<file path="src/rtl/arm_pipe_hazard_ctrl.sv">
// Control path for the 5-stage ARM pipeline: E/M/W control registers, NZCV flags,
// condition evaluation in Execute, and forwarding/stall/flush generation.
module arm_pipe_hazard_ctrl (
  input  logic       clk,
  input  logic       reset,
  input  logic       RegWriteD,
  input  logic       MemtoRegD,
  input  logic       MemWriteD,
  input  logic       BranchD,
  input  logic       PCSrcD,
  input  logic [1:0] FlagWriteD,
  input  logic [3:0] CondD,
  input  logic [3:0] ALUFlagsE,
  input  logic [3:0] RA1D,
  input  logic [3:0] RA2D,
  input  logic [3:0] WA3E,
  input  logic [3:0] Match,
  output logic [1:0] ForwardAE,
  output logic [1:0] ForwardBE,
  output logic       StallF,
  output logic       StallD,
  output logic       FlushD,
  output logic       FlushE,
  output logic       BranchTakenE,
  output logic       MemWriteM,
  output logic       RegWriteW,
  output logic       MemtoRegW,
  output logic       PCSrcW,
  output logic [3:0] FlagsQ
);

  logic       regwrite_e, memtoreg_e, memwrite_e, branch_e, pcsrc_e;
  logic [1:0] flagwrite_e;
  logic [3:0] cond_e;
  logic       regwrite_m, memtoreg_m, pcsrc_m;
  logic       condex_e, ldrstall, pcwr_pending;
  logic       flag_n, flag_z, flag_c, flag_v;

  assign {flag_n, flag_z, flag_c, flag_v} = FlagsQ;

  always_comb begin
    condex_e = 1'b0;
    case (cond_e)
      4'b0000: condex_e = flag_z;
      4'b0001: condex_e = ~flag_z;
      4'b0010: condex_e = flag_c;
      4'b0011: condex_e = ~flag_c;
      4'b0100: condex_e = flag_n;
      4'b0101: condex_e = ~flag_n;
      4'b0110: condex_e = flag_v;
      4'b0111: condex_e = ~flag_v;
      4'b1000: condex_e = flag_c & ~flag_z;
      4'b1001: condex_e = ~flag_c | flag_z;
      4'b1010: condex_e = (flag_n == flag_v);
      4'b1011: condex_e = (flag_n != flag_v);
      4'b1100: condex_e = ~flag_z & (flag_n == flag_v);
      4'b1101: condex_e = flag_z | (flag_n != flag_v);
      4'b1110: condex_e = 1'b1;
      default: condex_e = 1'b0;
    endcase
  end

  assign BranchTakenE = branch_e & condex_e;
  assign ldrstall     = memtoreg_e & ((RA1D == WA3E) | (RA2D == WA3E));
  assign pcwr_pending = PCSrcD | pcsrc_e | pcsrc_m;

  assign StallD = ldrstall;
  assign StallF = ldrstall | pcwr_pending;
  assign FlushD = pcwr_pending | PCSrcW | BranchTakenE;
  assign FlushE = ldrstall | BranchTakenE;

  // M-stage result is newer than W, so it wins when both match
  always_comb begin
    ForwardAE = 2'b00;
    if (Match[0] & regwrite_m)      ForwardAE = 2'b10;
    else if (Match[1] & RegWriteW)  ForwardAE = 2'b01;
    ForwardBE = 2'b00;
    if (Match[2] & regwrite_m)      ForwardBE = 2'b10;
    else if (Match[3] & RegWriteW)  ForwardBE = 2'b01;
  end

  // D->E: a flushed slot becomes an all-zero bubble; its EQ cond is harmless
  always_ff @(posedge clk) begin
    if (reset || FlushE) begin
      regwrite_e  <= 1'b0;
      memtoreg_e  <= 1'b0;
      memwrite_e  <= 1'b0;
      branch_e    <= 1'b0;
      pcsrc_e     <= 1'b0;
      flagwrite_e <= 2'b00;
      cond_e      <= 4'b0000;
    end else begin
      regwrite_e  <= RegWriteD;
      memtoreg_e  <= MemtoRegD;
      memwrite_e  <= MemWriteD;
      branch_e    <= BranchD;
      pcsrc_e     <= PCSrcD;
      flagwrite_e <= FlagWriteD;
      cond_e      <= CondD;
    end
  end

  always_ff @(posedge clk) begin
    if (reset) begin
      regwrite_m <= 1'b0;
      memtoreg_m <= 1'b0;
      MemWriteM  <= 1'b0;
      pcsrc_m    <= 1'b0;
      RegWriteW  <= 1'b0;
      MemtoRegW  <= 1'b0;
      PCSrcW     <= 1'b0;
    end else begin
      regwrite_m <= regwrite_e & condex_e;
      memtoreg_m <= memtoreg_e;
      MemWriteM  <= memwrite_e & condex_e;
      pcsrc_m    <= pcsrc_e & condex_e;
      RegWriteW  <= regwrite_m;
      MemtoRegW  <= memtoreg_m;
      PCSrcW     <= pcsrc_m;
    end
  end

  always_ff @(posedge clk) begin
    if (reset) begin
      FlagsQ <= 4'b0000;
    end else if (condex_e) begin
      if (flagwrite_e[1]) FlagsQ[3:2] <= ALUFlagsE[3:2];
      if (flagwrite_e[0]) FlagsQ[1:0] <= ALUFlagsE[1:0];
    end
  end

endmodule

</file>
<file path="config.mk">
export PLATFORM = sky130hd
export DESIGN_NAME = arm_pipe_hazard_ctrl
export DESIGN_NICKNAME = d
export VERILOG_FILES = /design/src/rtl/arm_pipe_hazard_ctrl.sv
export SDC_FILE = /design/constraint.sdc
export NUM_CORES = 1
export LEC_CHECK = 0
export CAP_MARGIN = 25
export CORE_MARGIN = 3
export CORE_UTILIZATION = 35
export DETAILED_ROUTE_END_ITERATION = 16
export GPL_TIMING_DRIVEN = 1
export PLACE_DENSITY = 0.67
export SLEW_MARGIN = 30
export SYNTH_ARGS = -nofsm -noshare
export SYNTH_HDL_FRONTEND = slang
export SYNTH_SLANG_ARGS = --single-unit
</file>
<file path="constraint.sdc">
create_clock -name clk -period 2.25 [get_ports clk]
set_input_delay 0.45 -clock clk [delete_from_list [all_inputs] [get_ports clk]]
set_output_delay 0.45 -clock clk [all_outputs]
set_load 0.01 [all_outputs]
</file>
==> results of run 1 <==
## stage by stage
stage,area [um2],worst slack (ps),utilization,hold slack [ps],power (mW)
6_report,2060,-159,0.609,450,1.04
3_5_place_dp,1910,-550,0.563,433,0.717
4_1_cts,2000,-189,0.591,456,1.02
2_1_floorplan,1250,129,-,414,0.578
5_1_grt,2060,-229,0.609,476,1.09
3_3_place_gp,1910,-526,0.563,421,0.711
## routing by layer
metal  wire length, um  track usage  share of wire
met1              1420        0.202           0.43
met2              1690        0.269           0.51
met3               199       0.0306          0.060
met4                15       0.0389         0.0045
met5                 0            0              0
## layout by cell type (no fill, tap or decap), drive strengths merged, types with 2 or more instances in the layout
cell type and count:
nor3b 4, mux2i 6, nand2 4, nand2b 9, inv 6, o22ai 2
o21ai 6, nor2 4, dfxtp 22, o31ai 2, nor2b 4, clkdlybuf4s50 32
nand4b 2, and2 2, clkdlybuf4s15 4, buf 32, clkbuf 7, a21oi 13
nor4bb 2, nor4 4, xor2 9, nand3b 12
## logic make-up (layout without fill, tap and decap cells)
group / after synthesis / count (layout)
and+or+nand+nor: 51 / 51
AOI/OAI and AO/OA: 29 / 29
DFF: 22 / 22
buffers and inverters: 14 / 83
xor gates and xnor gates: 9 / 9
muxes: 6 / 6
## area by class of cell
type	instances	area (um2)	area share
inverter	6	22.5	0.0109
tap	46	57.6	0.0279
timing repair buffer	73	613	0.297
sequential	22	445	0.216
multi-input combinational	95	872	0.423
clock inverter	1	30.0	0.0146
clock buffer	3	22.5	0.0109
## critical path, delay by kind of cell, from the launching register on
family | cells | cell delay, ps
buffers and inverters | 1 | 150
and+or+nand+nor | 1 | 540
DFF | 1 | 350
AOI/OAI and AO/OA | 4 | 610
## where the power goes
group,internal (mW),switching (mW)
clock network,0.180,0.122
registers,0.412,0.0184
logic,0.166,0.140
## worst max-delay path by stage
stage          startpoint  endpoint  slack [ps]  depth (start not counted)
5_1_grt         cond_e[1]    FlushE        -230                          6
3_5_place_dp      WA3E[3]    StallF        -550                          7
4_1_cts         FlagsQ[3]    FlushD        -190                          6
6_report        FlagsQ[3]    FlushE        -160                          6
2_1_floorplan   FlagsQ[3]    FlushD         130                          5
3_3_place_gp      WA3E[2]    StallF        -530                          7
## what timing repair did
action	in CTS	in global routing
setup buffers	2	2
setup endpoints to repair	6	4
resized for setup	53	23
pin swaps	15	14
==> flow_results.xml, run 1 <==
<?xml version="1.0" encoding="UTF-8"?>
<metrics>
  <group name="outcome">
    <metric name="run_status" unit="">finished, violations left</metric>
    <metric name="violations" unit="">setup timing</metric>
  </group>
  <group name="final_layout">
    <metric name="finalNetCount" unit="">234</metric>
    <metric name="fillers" unit="">301</metric>
    <metric name="layout_overhead_on_the_synthesized_area" unit="%">64.7</metric>
    <metric name="stdcell_count" unit="">246</metric>
    <metric name="insertedDiodeCount" unit="">0</metric>
    <metric name="drive_above_1_share" unit="">0.385</metric>
    <metric name="reg_top3" unit="">FlagsQ x4, cond_e x4, flagwrite_e x2</metric>
  </group>
  <group name="power">
    <metric name="power_per_cell_area" unit="nW/um2">504</metric>
    <metric name="ir_drop" unit="V">0.000213</metric>
    <metric name="power_leakage" unit="nW">0.786</metric>
  </group>
  <group name="place">
    <metric name="numPortBuffers" unit="">49</metric>
    <metric name="hpwl" unit="um">2490</metric>
    <metric name="placedCellCount" unit="">238</metric>
    <metric name="place_congestion" unit="">0.855</metric>
  </group>
  <group name="drt">
    <metric name="post_drt_via_cell_ratio" unit="">4.83</metric>
    <metric name="drc" unit="">0</metric>
    <metric name="wl_per_cell" unit="um">13.5</metric>
    <metric name="totalWireLength" unit="um">3330</metric>
    <metric name="drt_pass1_iterations" unit="">4</metric>
    <metric name="ant_nets" unit="">0</metric>
    <metric name="detail_route.iter0.violations" unit="">50</metric>
    <metric name="route.vias.total" unit="">1188</metric>
  </group>
  <group name="yosys">
    <metric name="synthDominantCellAreaShare" unit="">0.352</metric>
    <metric name="yosys.area_share.adder" unit="">0</metric>
    <metric name="synth_compound_area_frac" unit="">0.202</metric>
    <metric name="part_of_the_yosys_area_used_for_sequential_elements" unit="">0.352</metric>
    <metric name="synth_nets" unit="">164</metric>
    <metric name="synth_common_cells" unit="">sky130_fd_sc_hd__dfxtp_1, sky130_fd_sc_hd__nand3b_1, sky130_fd_sc_hd__a21oi_2</metric>
    <metric name="synth_seq_cells" unit="">22</metric>
    <metric name="yosys.area_share.simple" unit="">0.285</metric>
    <metric name="post_synth_xor_area_fraction" unit="">0.0629</metric>
    <metric name="dominant_combinational_cell_family_by_area_after_synthesis" unit="">simple AND/OR/NAND/NOR gates</metric>
    <metric name="synth.avg_cell_area" unit="um2">9.56</metric>
    <metric name="async_reset_ff_frac" unit="">0</metric>
    <metric name="synth.most_common_cell" unit="">sky130_fd_sc_hd__dfxtp_1</metric>
    <metric name="synthesis.yosys.warnings" unit="">0</metric>
    <metric name="synthesis.area" unit="um2">1250</metric>
    <metric name="post_synth_mux_area_share" unit="">0.0480</metric>
    <metric name="post_synth_num_cell_types" unit="">36</metric>
    <metric name="synth_edf_count" unit="">0</metric>
    <metric name="synth_area_leader_cell" unit="">sky130_fd_sc_hd__dfxtp_1</metric>
    <metric name="primary_flip_flop_cell_chosen_by_synthesis_mapping" unit="">sky130_fd_sc_hd__dfxtp_1</metric>
    <metric name="synthesis.instances" unit="">131</metric>
    <metric name="netlist_top_cells_area" unit="">sky130_fd_sc_hd__dfxtp_1, sky130_fd_sc_hd__nand3b_1, sky130_fd_sc_hd__a21oi_2, sky130_fd_sc_hd__xor2_1, sky130_fd_sc_hd__mux2i_1</metric>
  </group>
  <group name="critical_path">
    <metric name="worstRegToRegCells" unit="">8</metric>
    <metric name="path_max_fanout" unit="">4</metric>
    <metric name="slowest_stage" unit="">sky130_fd_sc_hd__or4b_4</metric>
    <metric name="path_class" unit="">flip-flop to output port</metric>
    <metric name="capturing_point_of_the_worst_reg2reg_path" unit="">cond_e[3]</metric>
    <metric name="arrival" unit="ps">1960</metric>
    <metric name="end_kind" unit="">output port</metric>
    <metric name="cpPeakStageDelay" unit="ps">540</metric>
    <metric name="critPathRequiredTime" unit="ps">1800</metric>
    <metric name="worstReg2RegStart" unit="">FlagsQ[3]</metric>
    <metric name="worstPathCellList" unit="">or4b_4, a31oi_4, a2111oi_4, o21a_2, o21ai_1, buf_2</metric>
    <metric name="crit_path_start_kind" unit="">flip-flop</metric>
    <metric name="reg2reg_slack" unit="ps">80</metric>
  </group>
  <group name="sta">
    <metric name="final_max_slew_violation_count" unit="">0</metric>
    <metric name="finalSetupTns" unit="ps">-414</metric>
    <metric name="setup_slack" unit="ps">-159</metric>
    <metric name="slew-limit-headroom" unit="">0.512</metric>
    <metric name="fmax" unit="MHz">415</metric>
    <metric name="setup_violations" unit="">3</metric>
    <metric name="clock_skew" unit="ps">7.24</metric>
    <metric name="rsz0062_at_grt" unit="">true</metric>
    <metric name="max_slew.worst_pin.slew" unit="ps">730</metric>
    <metric name="timing_hold_violations_final" unit="">0</metric>
    <metric name="finalWorstPathRequiredPeriod" unit="ps">2410</metric>
    <metric name="period_utilization_post_route" unit="">1.07</metric>
  </group>
  <group name="clock_tree">
    <metric name="clock_sink_count" unit="">22</metric>
    <metric name="cts.clk_slew.worst_paths" unit="ps">130</metric>
    <metric name="clock_insertion_delay_worst_skew" unit="ps">310</metric>
    <metric name="clockBufferDepth" unit="">2</metric>
    <metric name="clock_tree.root_cell" unit="">sky130_fd_sc_hd__clkbuf_4</metric>
    <metric name="cts_hold_repair_buffers" unit="">0</metric>
    <metric name="cts_tree" unit="">done</metric>
    <metric name="cts-buffers-inserted" unit="">3</metric>
    <metric name="h-tree-depth" unit="">1</metric>
  </group>
  <group name="global_route">
    <metric name="grt_max_degree" unit="">26</metric>
    <metric name="globalRouteTotalUtil" unit="">0.158</metric>
    <metric name="grt_pass1_wl" unit="um">5450</metric>
    <metric name="grt_antenna_before_repair" unit="">0</metric>
    <metric name="first_global_vias" unit="">1252</metric>
    <metric name="grt.overflow.total" unit="">0</metric>
  </group>
  <group name="floorplanning">
    <metric name="chipWidth" unit="um">65.8</metric>
    <metric name="die-area" unit="um2">4330</metric>
    <metric name="top_level_ports" unit="">50</metric>
    <metric name="core.rowCount" unit="">21</metric>
    <metric name="vertical_die_dimension" unit="um">65.8</metric>
    <metric name="floorplan.initialDensity" unit="">0.370</metric>
    <metric name="core-area" unit="um2">3390</metric>
  </group>
  <group name="worst_hold_path">
    <metric name="worst_hold_path.num_cells" unit="">1</metric>
    <metric name="min_path_type" unit="">flip-flop to flip-flop</metric>
    <metric name="hold_end" unit="">MemtoRegW</metric>
    <metric name="min_from" unit="">memtoreg_m</metric>
  </group>
  <group name="flow_run">
    <metric name="drv.max_cap_violation_count" unit="">0</metric>
  </group>
</metrics>
(Power assumes the default switching activity.)
==> run 2: changes to the inputs <==
--- a/config.mk
+++ b/config.mk
@@ -8,6 +8,7 @@
 export CAP_MARGIN = 25
 export CORE_MARGIN = 3
 export CORE_UTILIZATION = 35
+export CTS_CLUSTER_DIAMETER = 150
 export DETAILED_ROUTE_END_ITERATION = 16
 export GPL_TIMING_DRIVEN = 1
 export PLACE_DENSITY = 0.67
==> constraint.sdc (replaced) <==
create_clock -name clk -period 2.25 [get_ports clk]
set_input_delay 0.5625 -clock clk [delete_from_list [all_inputs] [get_ports clk]]
set_output_delay 0.5625 -clock clk [all_outputs]
set_load 0.01 [all_outputs]
==> flow_results.xml, run 2 (same netlist as run 1, synthesis figures left out) <==
<?xml version="1.0" encoding="UTF-8"?>
<metrics>
  <group name="power">
    <metric name="pwr-share-clk" unit="">0.291</metric>
    <metric name="p_int" unit="uW">763</metric>
    <metric name="power.share.combinational" unit="">0.301</metric>
    <metric name="total_power" unit="mW">1.05</metric>
    <metric name="p_sw_frac" unit="">0.271</metric>
    <metric name="ir_drop" unit="V">0.000238</metric>
    <metric name="share_seq_of_total_power" unit="">0.408</metric>
    <metric name="power_per_cell_area" unit="nW/um2">498</metric>
    <metric name="power_leakage" unit="nW">0.825</metric>
    <metric name="switchingPower" unit="uW">284</metric>
  </group>
  <group name="drt">
    <metric name="post_drt_via_cell_ratio" unit="">4.87</metric>
    <metric name="detail_route.iter0.violations" unit="">40</metric>
    <metric name="wl_per_cell" unit="um">14.1</metric>
    <metric name="drt_pass1_iterations" unit="">4</metric>
    <metric name="totalWireLength" unit="um">3500</metric>
    <metric name="route.vias.total" unit="">1208</metric>
    <metric name="ant_nets" unit="">0</metric>
    <metric name="drc" unit="">0</metric>
  </group>
  <group name="clock_tree">
    <metric name="cts-buffers-inserted" unit="">3</metric>
    <metric name="clock_sink_count" unit="">22</metric>
    <metric name="clockBufferDepth" unit="">2</metric>
    <metric name="clock_insertion_delay_worst_skew" unit="ps">320</metric>
    <metric name="cts.clk_slew.worst_paths" unit="ps">130</metric>
    <metric name="clock_tree.root_cell" unit="">sky130_fd_sc_hd__clkbuf_4</metric>
    <metric name="cts_tree" unit="">done</metric>
    <metric name="h-tree-depth" unit="">1</metric>
  </group>
  <group name="place">
    <metric name="numPortBuffers" unit="">49</metric>
    <metric name="placedCellCount" unit="">241</metric>
    <metric name="hpwl" unit="um">2610</metric>
    <metric name="place_congestion" unit="">0.828</metric>
  </group>
  <group name="sta">
    <metric name="final_max_slew_violation_count" unit="">0</metric>
    <metric name="finalWorstPathRequiredPeriod" unit="ps">2540</metric>
    <metric name="rsz0062_at_grt" unit="">true</metric>
    <metric name="period_utilization_post_route" unit="">1.13</metric>
    <metric name="max_slew.worst_pin.slew" unit="ps">651</metric>
    <metric name="setup_slack" unit="ps">-290</metric>
    <metric name="setup_violations" unit="">4</metric>
    <metric name="slew-limit-headroom" unit="">0.565</metric>
    <metric name="timing_hold_violations_final" unit="">0</metric>
    <metric name="finalHoldWorstSlack" unit="ps">466</metric>
    <metric name="clock_skew" unit="ps">11.6</metric>
    <metric name="fmax" unit="MHz">394</metric>
  </group>
  <group name="final_layout">
    <metric name="layout.area.seq" unit="um2">445</metric>
    <metric name="area_of_combinational_cells_with_multiple_inputs" unit="um2">877</metric>
    <metric name="utilization_after_layout" unit="">0.621</metric>
    <metric name="fillers" unit="">292</metric>
    <metric name="finalNetCount" unit="">236</metric>
    <metric name="stdcell_count" unit="">248</metric>
    <metric name="layout_overhead_on_the_synthesized_area" unit="%">67.9</metric>
    <metric name="layout.cells.most_common_list" unit="">sky130_fd_sc_hd__clkdlybuf4s50_1, sky130_fd_sc_hd__buf_4, sky130_fd_sc_hd__dfxtp_1</metric>
    <metric name="drive_above_1_share" unit="">0.431</metric>
    <metric name="reg_top3" unit="">FlagsQ x4, cond_e x4, flagwrite_e x2</metric>
    <metric name="insertedDiodeCount" unit="">0</metric>
    <metric name="mostFrequentLayoutCell" unit="">sky130_fd_sc_hd__clkdlybuf4s50_1</metric>
  </group>
  <group name="critical_path">
    <metric name="worstReg2RegStart" unit="">FlagsQ[0]</metric>
    <metric name="worstSetupStartpoint" unit="">FlagsQ[0]</metric>
    <metric name="critPathRequiredTime" unit="ps">1690</metric>
    <metric name="path_buf_inv" unit="">1</metric>
    <metric name="reg2reg_slack" unit="ps">260</metric>
    <metric name="worst_path_dominant_cell_family" unit="">compound AO/OA/AOI/OAI gates</metric>
    <metric name="slowest_stage" unit="">sky130_fd_sc_hd__or4b_4</metric>
    <metric name="worstRegToRegCells" unit="">6</metric>
    <metric name="crit_path_start_kind" unit="">flip-flop</metric>
    <metric name="crit_cells" unit="">6</metric>
    <metric name="arrival" unit="ps">1980</metric>
    <metric name="capturing_point_of_the_worst_reg2reg_path" unit="">cond_e[3]</metric>
    <metric name="end_kind" unit="">output port</metric>
    <metric name="path_class" unit="">flip-flop to output port</metric>
    <metric name="cpPeakStageDelay" unit="ps">530</metric>
    <metric name="path_max_fanout" unit="">4</metric>
    <metric name="worstPathCellList" unit="">or4b_4, a31oi_4, a2111oi_4, o21a_2, o21ai_1, buf_2</metric>
  </group>
  <group name="floorplanning">
    <metric name="top_level_ports" unit="">50</metric>
    <metric name="core-area" unit="um2">3390</metric>
    <metric name="floorplan.initialDensity" unit="">0.370</metric>
    <metric name="die-area" unit="um2">4330</metric>
    <metric name="core.rowCount" unit="">21</metric>
    <metric name="chipWidth" unit="um">65.8</metric>
    <metric name="vertical_die_dimension" unit="um">65.8</metric>
  </group>
  <group name="worst_hold_path">
    <metric name="hold_end" unit="">MemtoRegW</metric>
    <metric name="min_from" unit="">memtoreg_m</metric>
    <metric name="min_path_type" unit="">flip-flop to flip-flop</metric>
    <metric name="worst_hold_path.num_cells" unit="">1</metric>
  </group>
  <group name="outcome">
    <metric name="violations" unit="">setup timing</metric>
    <metric name="run_status" unit="">finished, violations left</metric>
  </group>
  <group name="global_route">
    <metric name="first_global_vias" unit="">1222</metric>
    <metric name="grt.overflow.total" unit="">0</metric>
    <metric name="grt_antenna_before_repair" unit="">0</metric>
    <metric name="globalRouteTotalUtil" unit="">0.160</metric>
    <metric name="grt_max_degree" unit="">25</metric>
    <metric name="grt_pass1_wl" unit="um">5490</metric>
  </group>
  <group name="flow_run">
    <metric name="drv.max_cap_violation_count" unit="">0</metric>
  </group>
</metrics>
## run 2: final cells by class
cell class,instances,share of cell area
sequential,22,0.212
inverter,6,0.0107
clock inverter,1,0.0143
timing repair buffer,75,0.308
multi-input combinational,95,0.417
tap,46,0.0274
clock buffer,3,0.0107
## run 2: per-stage QoR
stage	cell area (um2)	setup slack, ps	TNS (ps)
after floorplan	1250	16.6	0
after global placement	1930	-751	-2820
after CTS	1990	-349	-1300
after detailed placement	1930	-842	-3080
after global routing	2100	-362	-1120
final	2100	-290	-857
## run 2: repair_timing
action	CTS	global route
buffers inserted	1	2
hold buffers	0	0
gates resized for setup	53	50
pin swaps	16	17
setup endpoints to repair	9	16
## run 2: power by group through the flow
stage | clock [mW] | combinational, mW | sequential [mW]
3_3_place_gp | 0 | 0.283 | 0.434
5_1_grt | 0.331 | 0.339 | 0.431
3_5_place_dp | 0 | 0.290 | 0.435
4_1_cts | 0.316 | 0.283 | 0.427
6_report | 0.304 | 0.315 | 0.427
2_1_floorplan | 0 | 0.144 | 0.434
## run 2: worst reg2reg max path: stages, from the launching register on
cell and delay, ps:
sky130_fd_sc_hd__dfxtp_4 380, sky130_fd_sc_hd__or4b_4 530, sky130_fd_sc_hd__a31oi_4 170, sky130_fd_sc_hd__a2111oi_4 70, sky130_fd_sc_hd__buf_4 180, sky130_fd_sc_hd__o21ai_4 390, sky130_fd_sc_hd__a21oi_1 140
## run 2: worst max-delay path by stage
stage | endpoint
global route | FlushD
global placement | StallF
floorplan | FlushD
finish | FlushD
CTS | FlushE
detailed placement | StallF
## run 2: routing by layer
metal  wire (um)  up-vias  global-route usage
li1            -      599                   -
met1        1440      564               0.196
met2        1770       42               0.279
met3         244        3              0.0323
met4          38        0              0.0466
met5           0        -                   0
